--- src/rtl/flit_packetizer.sv ---
// flit_packetizer: turns a packet descriptor (destination, payload length)
// plus a payload word stream into a HEADER / BODY... / TAIL flit sequence
// on a FIFO-style write port feeding a virtual channel.
//
// Ports
//   clk_i, rst_ni           clock, asynchronous active-low reset
//   pkt_vld_i / pkt_rdy_o   descriptor handshake (dst_i, len_i)
//   pld_i, pld_vld_i        payload word stream, consumed on pld_rdy_o
//   data_o, wr_en_o         flit {ID, data} and its write strobe
//   rdy_i                   downstream not full
//   busy_o                  packet in progress
module flit_packetizer #(
  parameter int unsigned FLIT_DATA_W = 8,
  parameter int unsigned FLIT_ID_W   = 2,
  parameter int unsigned PKT_LEN_W   = 3
) (
  input  logic                               clk_i,
  input  logic                               rst_ni,
  input  logic                               pkt_vld_i,
  output logic                               pkt_rdy_o,
  input  logic [FLIT_DATA_W-1:0]             dst_i,
  input  logic [PKT_LEN_W-1:0]               len_i,
  input  logic [FLIT_DATA_W-1:0]             pld_i,
  input  logic                               pld_vld_i,
  output logic                               pld_rdy_o,
  output logic [FLIT_DATA_W+FLIT_ID_W-1:0]   data_o,
  output logic                               wr_en_o,
  input  logic                               rdy_i,
  output logic                               busy_o
);

  localparam int unsigned FLIT_W = FLIT_DATA_W + FLIT_ID_W;

  localparam logic [FLIT_ID_W-1:0] ID_HEAD = FLIT_ID_W'(1);
  localparam logic [FLIT_ID_W-1:0] ID_BODY = FLIT_ID_W'(2);
  localparam logic [FLIT_ID_W-1:0] ID_TAIL = FLIT_ID_W'(3);

  typedef enum logic [1:0] {
    S_IDLE = 2'd0,
    S_HEAD = 2'd1,
    S_BODY = 2'd2,
    S_TAIL = 2'd3
  } state_t;

  state_t                 r_state;
  logic [FLIT_DATA_W-1:0] r_dst;
  logic [PKT_LEN_W-1:0]   r_len;
  logic [PKT_LEN_W-1:0]   r_rem;

  logic                   w_pkt_rdy;
  logic                   w_pld_rdy;
  logic                   w_wr_en;
  logic [FLIT_W-1:0]      w_data;

  // Output decode: purely from state/registers plus downstream ready and
  // payload inputs; pkt_vld_i never reaches an output combinationally.
  always_comb begin
    w_pkt_rdy = 1'b0;
    w_pld_rdy = 1'b0;
    w_wr_en   = 1'b0;
    w_data    = '0;
    case (r_state)
      S_IDLE: begin
        // gated so the port reads 0 while reset is held
        w_pkt_rdy = rst_ni;
      end
      S_HEAD: begin
        w_data  = {ID_HEAD, r_dst};
        w_wr_en = rdy_i;
      end
      S_BODY: begin
        w_data    = {ID_BODY, pld_i};
        w_pld_rdy = rdy_i;
        w_wr_en   = rdy_i & pld_vld_i;
      end
      S_TAIL: begin
        if (r_len != '0) begin
          w_data    = {ID_TAIL, pld_i};
          w_pld_rdy = rdy_i;
          w_wr_en   = rdy_i & pld_vld_i;
        end else begin
          // zero-length packet: empty tail, payload stream untouched
          w_data  = {ID_TAIL, FLIT_DATA_W'(0)};
          w_wr_en = rdy_i;
        end
      end
      default: begin
        w_data = '0;
      end
    endcase
  end

  // State, descriptor capture and remaining-word counter.
  always_ff @(posedge clk_i or negedge rst_ni) begin
    if (!rst_ni) begin
      r_state <= S_IDLE;
      r_dst   <= '0;
      r_len   <= '0;
      r_rem   <= '0;
    end else begin
      case (r_state)
        S_IDLE: begin
          if (pkt_vld_i) begin
            r_dst   <= dst_i;
            r_len   <= len_i;
            r_rem   <= len_i;
            r_state <= S_HEAD;
          end
        end
        S_HEAD: begin
          if (w_wr_en) begin
            r_state <= (r_len >= PKT_LEN_W'(2)) ? S_BODY : S_TAIL;
          end
        end
        S_BODY: begin
          if (w_wr_en) begin
            r_rem <= r_rem - PKT_LEN_W'(1);
            // last body flit leaves rem at 1; the tail carries the final word
            if (r_rem == PKT_LEN_W'(2)) begin
              r_state <= S_TAIL;
            end
          end
        end
        S_TAIL: begin
          if (w_wr_en) begin
            r_state <= S_IDLE;
          end
        end
        default: begin
          r_state <= S_IDLE;
        end
      endcase
    end
  end

  assign pkt_rdy_o = w_pkt_rdy;
  assign pld_rdy_o = w_pld_rdy;
  assign wr_en_o   = w_wr_en;
  assign data_o    = w_data;
  assign busy_o    = (r_state != S_IDLE);

endmodule
--- config.mk ---
export PLATFORM = sky130hd
export DESIGN_NAME = flit_packetizer
export DESIGN_NICKNAME = d
export VERILOG_FILES = /design/src/rtl/flit_packetizer.sv
export SDC_FILE = /design/constraint.sdc
export NUM_CORES = 1
export LEC_CHECK = 0
export ABC_AREA = 1
export CAP_MARGIN = 20
export CORE_MARGIN = 5
export CORE_UTILIZATION = 30
export CTS_CLUSTER_SIZE = 8
export DETAILED_ROUTE_END_ITERATION = 7
export GPL_TIMING_DRIVEN = 0
export PLACE_DENSITY = 0.7
export SETUP_SLACK_MARGIN = 0.05
export SLEW_MARGIN = 30
export SYNTH_ARGS = -nofsm -noshare
export SYNTH_HDL_FRONTEND = slang
export SYNTH_SLANG_ARGS = --single-unit
--- constraint.sdc ---
create_clock -name clk_i -period 1.7 [get_ports clk_i]
set_input_delay 0.17 -clock clk_i [delete_from_list [all_inputs] [get_ports clk_i]]
set_output_delay 0.17 -clock clk_i [all_outputs]
set_load 0.01 [all_outputs]
==> results.md <==
- Power Dens Cells: 1960 mW/mm²
- Post-Syn Nets: 153
- Final setup viols: 10
- VDD IR max: 0.00120 V
- Total grt overflow: 0
- Routed wire length: 3.23 mm
- Max Transition Viols Final: 0
- Startpoint Class: register
- Fin crit share: 112%
- Max-cap violations: 0
- Die Span X: 66.9 µm
- Cells on worst reg2reg path: 7
- Register area share after synthesis: 41.2%
- RD Place Congestion: 0.827
- Class of the worst hold path: primary input to async pin
- Synth area leaders: dfrtp_1, nand2_1, mux2_2, ha_1, a21oi_1
- Final core occ: 55.2%
- YS warnings: 0
- Vias in the first global route: 1132
- Initial antenna violation count: 0
- Sink Count: 16
- Hold slack: 0.0590 ns
- RSZ-0062 raised after global routing: true
- Min Tclk post-route: 1.91 ns
- Cell count after synthesis: 123
- Data required, critical path: 1.53 ns
- Placed Area: 0.00140 mm²
- Worst setup EP type: primary output
- Antenna diode count: 0
- WL/cell: 14.5 µm
- Total power: 3330 µW
- Multi-input gate area: 639 µm²
- CTS Buf Count: 3
- Avg Inst Size Synth: 7.89 µm²
- DR DRC count: 0
- Pin count of the biggest net entering global routing: 18
- Hold_buf cts: 0
- Rows: 20
- CP Max Fanout: 5
- Die Span Y: 66.9 µm
- LEAKAGE: 0.000824 µW
- Area leader, netlist: dfrtp_1
- Filler cell count: 260
- Core Area: 0.00308 mm²
- CTS Buffer Depth: 2
- CTS H-tree lvls: 1
- Pre-antenna DRT Iters: 5
- Die area: 0.00447 mm²
- Post-route ant nets: 0
- Final Hold Viols: 0
- Clk Latency, worst-skew pair: 0.30 ns
- Clk pin slew, worst setup/hold paths: 0.11 ns
- Global-route wire length before repair: 5.02 mm
- Area grow syn2layout: 75.0%
- Clock Skews: 0.00490 ns
- I/O pin cnt: 38
- 1st-iter DRT viols: 50
- Synthesized area: 971 µm²
- CTS tree: done
- Vias: 1093
- Reg area: 403 µm²
- Starting Density: 31.5%
- Root Buffer: clkbuf_4
- Final HPWL DP: 1.97 mm
- #FFs+latches synth: 16
- Failing checks: negative setup slack
- Top-area cell type share of the netlist area: 41.2%
- Cell area after layout: 0.00170 mm²
- Layout net count: 209
- Fmax: 524 MHz
- CP Class: register to primary output
- Worst relative slew slack: 46.2%
- Status: finished, violations left
- Final worst slack: -0.209 ns
- Arr. time, crit path: 1.74 ns
- # port buffers: 37
- Share of post-route cells with drive strength above 1: 42.1%
- Total global-route track usage: 14.8%
- Synth unique cells: 14
- DR vias/cell: 4.92
- Slew @ Worst Pin: 0.807 ns
## final timing paths
check,slack [ns],from,end
min in group clk_i,0.47,dst_i[1],r_dst[1]
worst max register to register,0.07,r_state[1],r_state[0]
max in group asynchronous,1.09,rst_ni,r_state[0]
worst min-delay path,0.06,rst_ni,r_dst[1]
worst min register to register,0.52,r_len[2],r_len[2]
worst max-delay path,-0.21,r_state[0],data_o[7]
## cell usage after synthesis (all sizes together)
cell,n
dfrtp,16
clkbuf,1
ha,6
nor2,5
nand2,40
mux2,9
inv,15
nand3,9
o21ai,7
a21oi,12
o211ai,1
buf,2
## cell usage in the layout, fill, tap and decap left out, types with 2 or more instances in the layout
master           synthesis  layout
ha_4                     0       3
nand3_1                  9       8
dlygate4sd2_1            0       3
buf_12                   0       2
buf_2                    2      10
a21oi_1                 12       6
buf_6                    0       4
a21oi_2                  0       6
mux2_2                   9       9
inv_2                    1       4
clkdlybuf4s50_1          0      22
dfrtp_1                 16      14
clkbuf_4                 0       3
nand2_1                 37      28
o21ai_0                  7       5
nand2_4                  0       7
dfrtp_2                  0       2
inv_1                   14       8
buf_4                    0      11
nand2_2                  3       5
nor2_1                   5       4
inv_4                    0       2
ha_1                     6       2
## metrics by stage
stage,TNS [ns],worst slack (ns),cells
finish,-1.63,-0.209,222
global route,-2.29,-0.271,222
CTS,-1.07,-0.137,219
detailed placement,-5.26,-0.515,204
global placement,-4.82,-0.502,204
floorplan,0,0.110,123
## timing repair
| action | 4_1_cts | 5_1_grt |
|---|---|---|
| endpoints found under the setup margin | 23 | 25 |
| resized for setup | 88 | 19 |
| setup buffers | 11 | 4 |
| pin swaps | 7 | 7 |
## power by group
group	leakage [µW]	internal, µW	total (µW)	switching [µW]
logic	0.000615	1130	2330	1200
registers	0.000188	581	727	146
clock network	0.0000210	131	269	139
total	0.000824	1850	3330	1480
## critical path, cell delays in order, from the launching register on
cell and delay (ns):
dfrtp_2 0.44, inv_2 0.09, ha_4 0.18, inv_6 0.04
nand2_4 0.07, o21ai_4 0.06, inv_2 0.09, buf_12 0.13
nand2_4 0.04, a21oi_2 0.14, buf_2 0.15
## logic make-up after synthesis
kind of cell | Yosys count | share of synthesized area, %
AND/OR/NAND/NOR | 54 | 22.8
adder cells (fa/ha/maj) | 6 | 7.73
flip-flops | 16 | 41.2
multiplexers | 9 | 10.4
AO/OA/AOI/OAI | 20 | 10.6
buffers and inverters | 18 | 7.22
## flip-flops by register name, indices dropped and copies added, names as in the netlist
register and cells:
r_dst 8, r_len 3, r_rem 3, r_state 2
## area by class of cell
cell class,count,share of cell area [%]
Tap cell,44,3.24
Inverter,15,3.90
Buffer,2,2.14
Sequential cell,16,23.7
Multi-Input combinational cell,89,37.6
Clock buffer,4,2.14
Timing Repair Buffer,52,27.2
## metal layers
| metal | track usage [%] | routed length [µm] | share of wire [%] | up-vias |
|---|---|---|---|---|
| li1 | - | - | - | 503 |
| met4 | 6.08 | 67 | 2.1 | 0 |
| met5 | 0 | 0 | 0 | - |
| met1 | 16.0 | 1290 | 40 | 528 |
| met3 | 3.71 | 230 | 7.1 | 8 |
| met2 | 27.2 | 1640 | 51 | 54 |
No activity file was read; power rests on OpenSTA's default activity.
==> variant 1, RTL diff (same flow settings) <==
The parameter `FLIT_ID_W` goes from 2 to 3.
--- a/src/rtl/flit_packetizer.sv
+++ b/src/rtl/flit_packetizer.sv
@@ -11,7 +11,7 @@
 //   busy_o                  packet in progress
 module flit_packetizer #(
   parameter int unsigned FLIT_DATA_W = 8,
-  parameter int unsigned FLIT_ID_W   = 2,
+  parameter int unsigned FLIT_ID_W   = 3,
   parameter int unsigned PKT_LEN_W   = 3
 ) (
   input  logic                               clk_i,
Ports: changed (resized data_o); port bits go from 38 to 39. No check against the original RTL was run, so the function may have changed too.
==> variant 1 against the original RTL <==
  * The flow still finishes with violations (negative setup slack)
  * Setup slack improved by 0.049 ns
  * Register-to-register slack got worse by 0.07 ns
  * First-iteration DRC count fell by 4.0%
  * Sequential cell count did not move
  * Largest cell class unchanged
  * Synthesized area rose by 1.2%
  * Synthesized cell count rose by 1.6%
  * Routed wire length rose by 2.0%
  * Largest power group unchanged
  * Total power rose by 1.1%
  * Final area rose by 2.0%
  * Critical endpoint is now data_o[4]
  * Combinational power rose by 3%
==> variant 1: results (changes against the original RTL) <==
[yosys]
synthCells=125  ; was 123
synth_area_leaders=dfrtp_1 41%, nand2_1 14%, mux2_2 10%  ; unchanged
synth_nets=155  ; was 153
synth.distinct_cells=16  ; was 14
ys_seq_area_share_pct=40.8  ; was 41.2%
ys_seq_elements=16  ; unchanged

[critical_path]
cpMaxStageDelayCell=dfrtp_1  ; was dfrtp_2
crit_end=data_o[4]  ; was data_o[7]
reg2reg_to=r_rem[0]  ; was r_state[0]
crit_fanout=4  ; was 5
worstPathArrival_ns=1.69  ; was 1.74 ns

[detailed_routing]
vias=1070  ; was 1093
first_pass_iters=4  ; was 5
wl_mm=3.29  ; was 3.23 mm
first_iter_violations=48  ; was 50
routed-wl-met2_mm=1.74  ; was 1.64 mm
wl_met1_mm=1.39  ; was 1.29 mm
viasPerCell=4.65  ; was 4.92
wl_met3_um=102  ; was 230 um

[global_routing]
grt_first_pass_wirelength_mm=5.03  ; was 5.02 mm
met2_usage_pct=26.4  ; was 27.2%
grt_use_met1_pct=18.0  ; was 16.0%
grt.met3_usage_pct=2.83  ; was 3.71%
grt_use_total_pct=14.7  ; was 14.8%

[clocking]
cts_setup_buffers=16  ; was 11
cts_resized=84  ; was 88
clk_pin_slew_worst_paths_ns=0.11  ; about the same

[final_layout]
antenna_cells=0  ; unchanged
num-nonclk-inverters=15  ; unchanged
drive_gt1_share_pct=44.1  ; was 42.1%
n_all_buffers=61  ; was 54
comb.multi_input.count=90  ; was 89
n_fill_cell=298  ; was 260
nonClkBufAreaFrac_pct=30.7  ; was 29.4%
fin_nets=217  ; was 209
seq_area_sq_um=400  ; was 403 sq um
multi_input_area_sq_um=641  ; was 639 sq um

[placed_design]
place_inst=206  ; was 204
dpl.hpwl_mm=2.12  ; was 1.97 mm
globalplace.congestion=0.746  ; was 0.827

[pwr]
p_per_area_mw_per_mm2=1940  ; was 1960 mW/mm^2
ir_worst_vdd_uv=745  ; was 1200 uV
cell_internal_pwr_mw=1.88  ; was 1.85 mW
combPwrFrac_pct=71.6  ; was 70.1%

[sta]
setup_viol=12  ; was 10
slew_headroom_pct=47.5  ; was 46.2%
fin_hold_ws_ns=0.0458  ; was 0.0590 ns
skew_ns=0.0144  ; was 0.00490 ns
fin_ws_ns=-0.161  ; was -0.209 ns

[run_status]
status=complete, but fails checks  ; unchanged
violations=negative setup slack  ; unchanged

[variant 1: cell count changes after synthesis]
| cell | before | now |
|---|---|---|
| buf_4 | 0 | 1 |
| conb_1 | 0 | 1 |
[variant 1: logic make-up (layout without fill, tap and decap cells)]
logic type,count (synthesis),after routing,synth area share [%]
buffers and inverters,19,80,7.90
DFF,16,16,40.8
AOI/OAI and AO/OA,20,20,10.4
and+or+nand+nor,54,54,22.5
other,1,1,0.382
muxes,9,9,10.3
adders and majority gates,6,6,7.64
[variant 1: critical path: cells and delay by family, from the launching register on]
family | cells | cell delay [ns]
and+or+nand+nor | 2 | 0.11
buffers and inverters | 5 | 0.50
adders and majority gates | 1 | 0.17
DFF | 1 | 0.43
AOI/OAI and AO/OA | 2 | 0.18
[variant 1: through the flow]
stage                     util, %  cell area (sq um)  setup TNS, ns
after CTS                    52.1               1620         -0.899
final                        55.8               1730          -1.10
after global placement       45.4               1410          -4.85
after floorplan                 -                982              0
after global routing         55.8               1730          -2.29
after detailed placement     45.4               1410          -5.74
==> variant 2, RTL diff (config.mk and constraints unchanged) <==
Made on the original files. The 4 states of `state_t` get a one-hot encoding in 4 bits.
--- a/src/rtl/flit_packetizer.sv
+++ b/src/rtl/flit_packetizer.sv
@@ -35,11 +35,11 @@
   localparam logic [FLIT_ID_W-1:0] ID_BODY = FLIT_ID_W'(2);
   localparam logic [FLIT_ID_W-1:0] ID_TAIL = FLIT_ID_W'(3);
 
-  typedef enum logic [1:0] {
-    S_IDLE = 2'd0,
-    S_HEAD = 2'd1,
-    S_BODY = 2'd2,
-    S_TAIL = 2'd3
+  typedef enum logic [3:0] {
+    S_IDLE = 4'b0001,
+    S_HEAD = 4'b0010,
+    S_BODY = 4'b0100,
+    S_TAIL = 4'b1000
   } state_t;
 
   state_t                 r_state;
Formal check against the unedited RTL: no difference found for any inputs over 10 cycles, from zero or initial values and one cycle with rst_ni low; not proved beyond that.
==> variant 2 against the original RTL <==
  * Final cell count increased by 5.9%
  * The run still ends with negative setup slack left
  * Utilization decreased by 5.8 points
  * Routed wire length decreased by 0.96%
  * First-iteration DRC count decreased by 50%
  * Final area increased by 4.8%
  * Synthesized area increased by 13%
  * Setup slack improved by 0.20 ns
  * Total power decreased by 15%
  * Sequential cell count increased by 2
  * Maximum frequency increased by 12%
  * Sequential share of layout area increased by 1.9 points
  * Via count increased by 2.1%
==> variant 2: results (changes against the original RTL) <==
[detailed_routing]
first_pass_iters=4  ; was 5
first_iter_violations=25  ; was 50
wl_met3_um=177  ; was 230 um
wl_mm=3.20  ; was 3.23 mm
routed-wl-met2_mm=1.70  ; was 1.64 mm
wl_met1_mm=1.27  ; was 1.29 mm
topRoutingLayerUsed=met4  ; unchanged
vias=1116  ; was 1093

[yosys]
synth.top_cells.by_count=39 x nand2_1, 17 x dfrtp_1, 15 x nand3_1  ; was 37 x nand2_1, 16 x dfrtp_1, 14 x inv_1
synth_nets=161  ; was 153
async_reset_ff_share_pct=100  ; unchanged
ys_seq_area_share_pct=41.3  ; was 41.2%
synth_area_leaders=dfrtp_1 39%, nand2_1 13%, mux2_4 8.2%  ; was dfrtp_1 41%, nand2_1 14%, mux2_2 10%
synth.distinct_cells=21  ; was 14

[run_status]
violations=negative setup slack  ; unchanged
status=complete, but fails checks  ; unchanged

[final_layout]
reg_top3=r_dst (8), r_state (4)  ; was r_dst (8), r_len (3), r_rem (3)
drive_gt1_share_pct=35.8  ; was 42.1%
antenna_cells=0  ; unchanged
fin_nets=214  ; was 209
n_fill_cell=356  ; was 260

[placed_design]
pre_cts_ws_ns=-0.510  ; was -0.515 ns
globalplace.congestion=0.813  ; was 0.827
dpl.hpwl_mm=2.09  ; was 1.97 mm
portBuffers=37  ; unchanged

[clocking]
cts_root_buffer=clkbuf_8  ; was clkbuf_4
clk_pin_slew_worst_paths_ns=0.07  ; was 0.11 ns
clock_latency_ns=0.26  ; was 0.30 ns

[critical_path]
worstPathArrival_ns=1.54  ; was 1.74 ns
crit_fanout=5  ; unchanged
max_stage_delay_ns=0.57  ; was 0.44 ns
cpMaxStageDelayCell=dfstp_2  ; was dfrtp_2
critPathTopFamily=flip-flops  ; was buffers and inverters

[pwr]
ir_worst_vdd_uv=593  ; was 1200 uV
leakagePower_nw=0.880  ; was 0.824 nW

[sta]
skew_ns=0.00180  ; was 0.00490 ns
fin_ws_ns=-0.0117  ; was -0.209 ns
tightest_slew_ns=0.771  ; was 0.807 ns
setup_viol=1  ; was 10

[global_routing]
grt_use_total_pct=12.8  ; was 14.8%
grt_max_degree=20  ; was 18
grt_first_pass_wirelength_mm=5.10  ; was 5.02 mm

[variant 2: cell count changes in the layout (fill, tap and decap cells not counted), moves of 4 or more]
cell and change:
nand2_1 +8, nor2_4 +5, nand3_2 +8, a21oi_2 -6
nor2_1 +7, buf_4 -7, mux2_4 +6, mux2_2 -5
nand2_4 -5, inv_1 +4
[variant 2: area by class of cell]
cell class	count	area share, %
multi-input combinational	103	41.1
sequential	18	25.6
clock buffer	4	3.09
inverter	14	3.09
timing repair buffer	45	21.4
buffer	2	1.97
tap	48	3.37
timing repair inverter	1	0.422
[variant 2: path summary, 6_finish.rpt]
| check | depth (start not counted) | slack (ns) | start | endpoint |
|---|---|---|---|---|
| setup / recovery | 7 | -0.01 | r_state[0] | data_o[5] |
| hold / removal | 2 | 0.43 | rst_ni | r_state[0] |
| setup reg to reg | 7 | 0.08 | r_state[0] | r_dst[4] |
| hold reg to reg | 1 | 0.51 | r_dst[1] | r_dst[1] |
| max in group asynchronous | 2 | 0.62 | rst_ni | r_state[3] |
| min in group clk_i | 1 | 0.51 | r_dst[1] | r_dst[1] |
[variant 2: cell families (layout without fill, tap and decap cells)]
kind of cell,count (synthesis),in the layout,share of synthesized area (%)
AOI/OAI and AO/OA,9,9,4.11
DFF,18,18,41.3
muxes,10,10,12.3
and+or+nand+nor,80,82,33.7
buffers and inverters,16,66,6.29
adders and majority gates,2,2,2.29
[variant 2: timing repair]
action	4_1_cts	5_1_grt
pin swaps	2	7
gates cloned	2	1
endpoints found under the hold margin	0	17
resized for setup	58	30
setup buffers	3	3
hold buffers	0	2
setup endpoints to repair	14	14
[variant 2: worst register-to-register path, delay by kind of cell, from the launching register on]
| kind | cells | cell delay [ns] |
|---|---|---|
| flops | 1 | 0.57 |
| buf+inv | 3 | 0.41 |
| mux | 1 | 0.30 |
| simple gates | 3 | 0.25 |
[variant 2: where the power goes]
part | leakage, nW | internal [mW] | switching (mW)
logic | 0.641 | 0.778 | 0.867
registers | 0.210 | 0.654 | 0.162
clock network | 0.0288 | 0.206 | 0.146
total | 0.880 | 1.64 | 1.18
[variant 2: routing by layer]
metal | track usage [%] | vias up
met2 | 21.6 | 30
met1 | 14.9 | 534
li1 | - | 544
met4 | 4.47 | 0
met5 | 0 | -
met3 | 4.32 | 8
[variant 2: through the flow]
stage	TNS, ns	total power, mW	cells	hold WS [ns]	area, sq um
after floorplan	0	1.64	135	-0.126	1090
after global placement	-3.80	2.09	220	0.488	1530
after detailed placement	-4.17	2.14	220	0.492	1530
after CTS	-0.245	2.60	229	0.127	1650
after global routing	-0.414	3.04	235	0.469	1780
final	-0.0117	2.81	235	0.433	1780
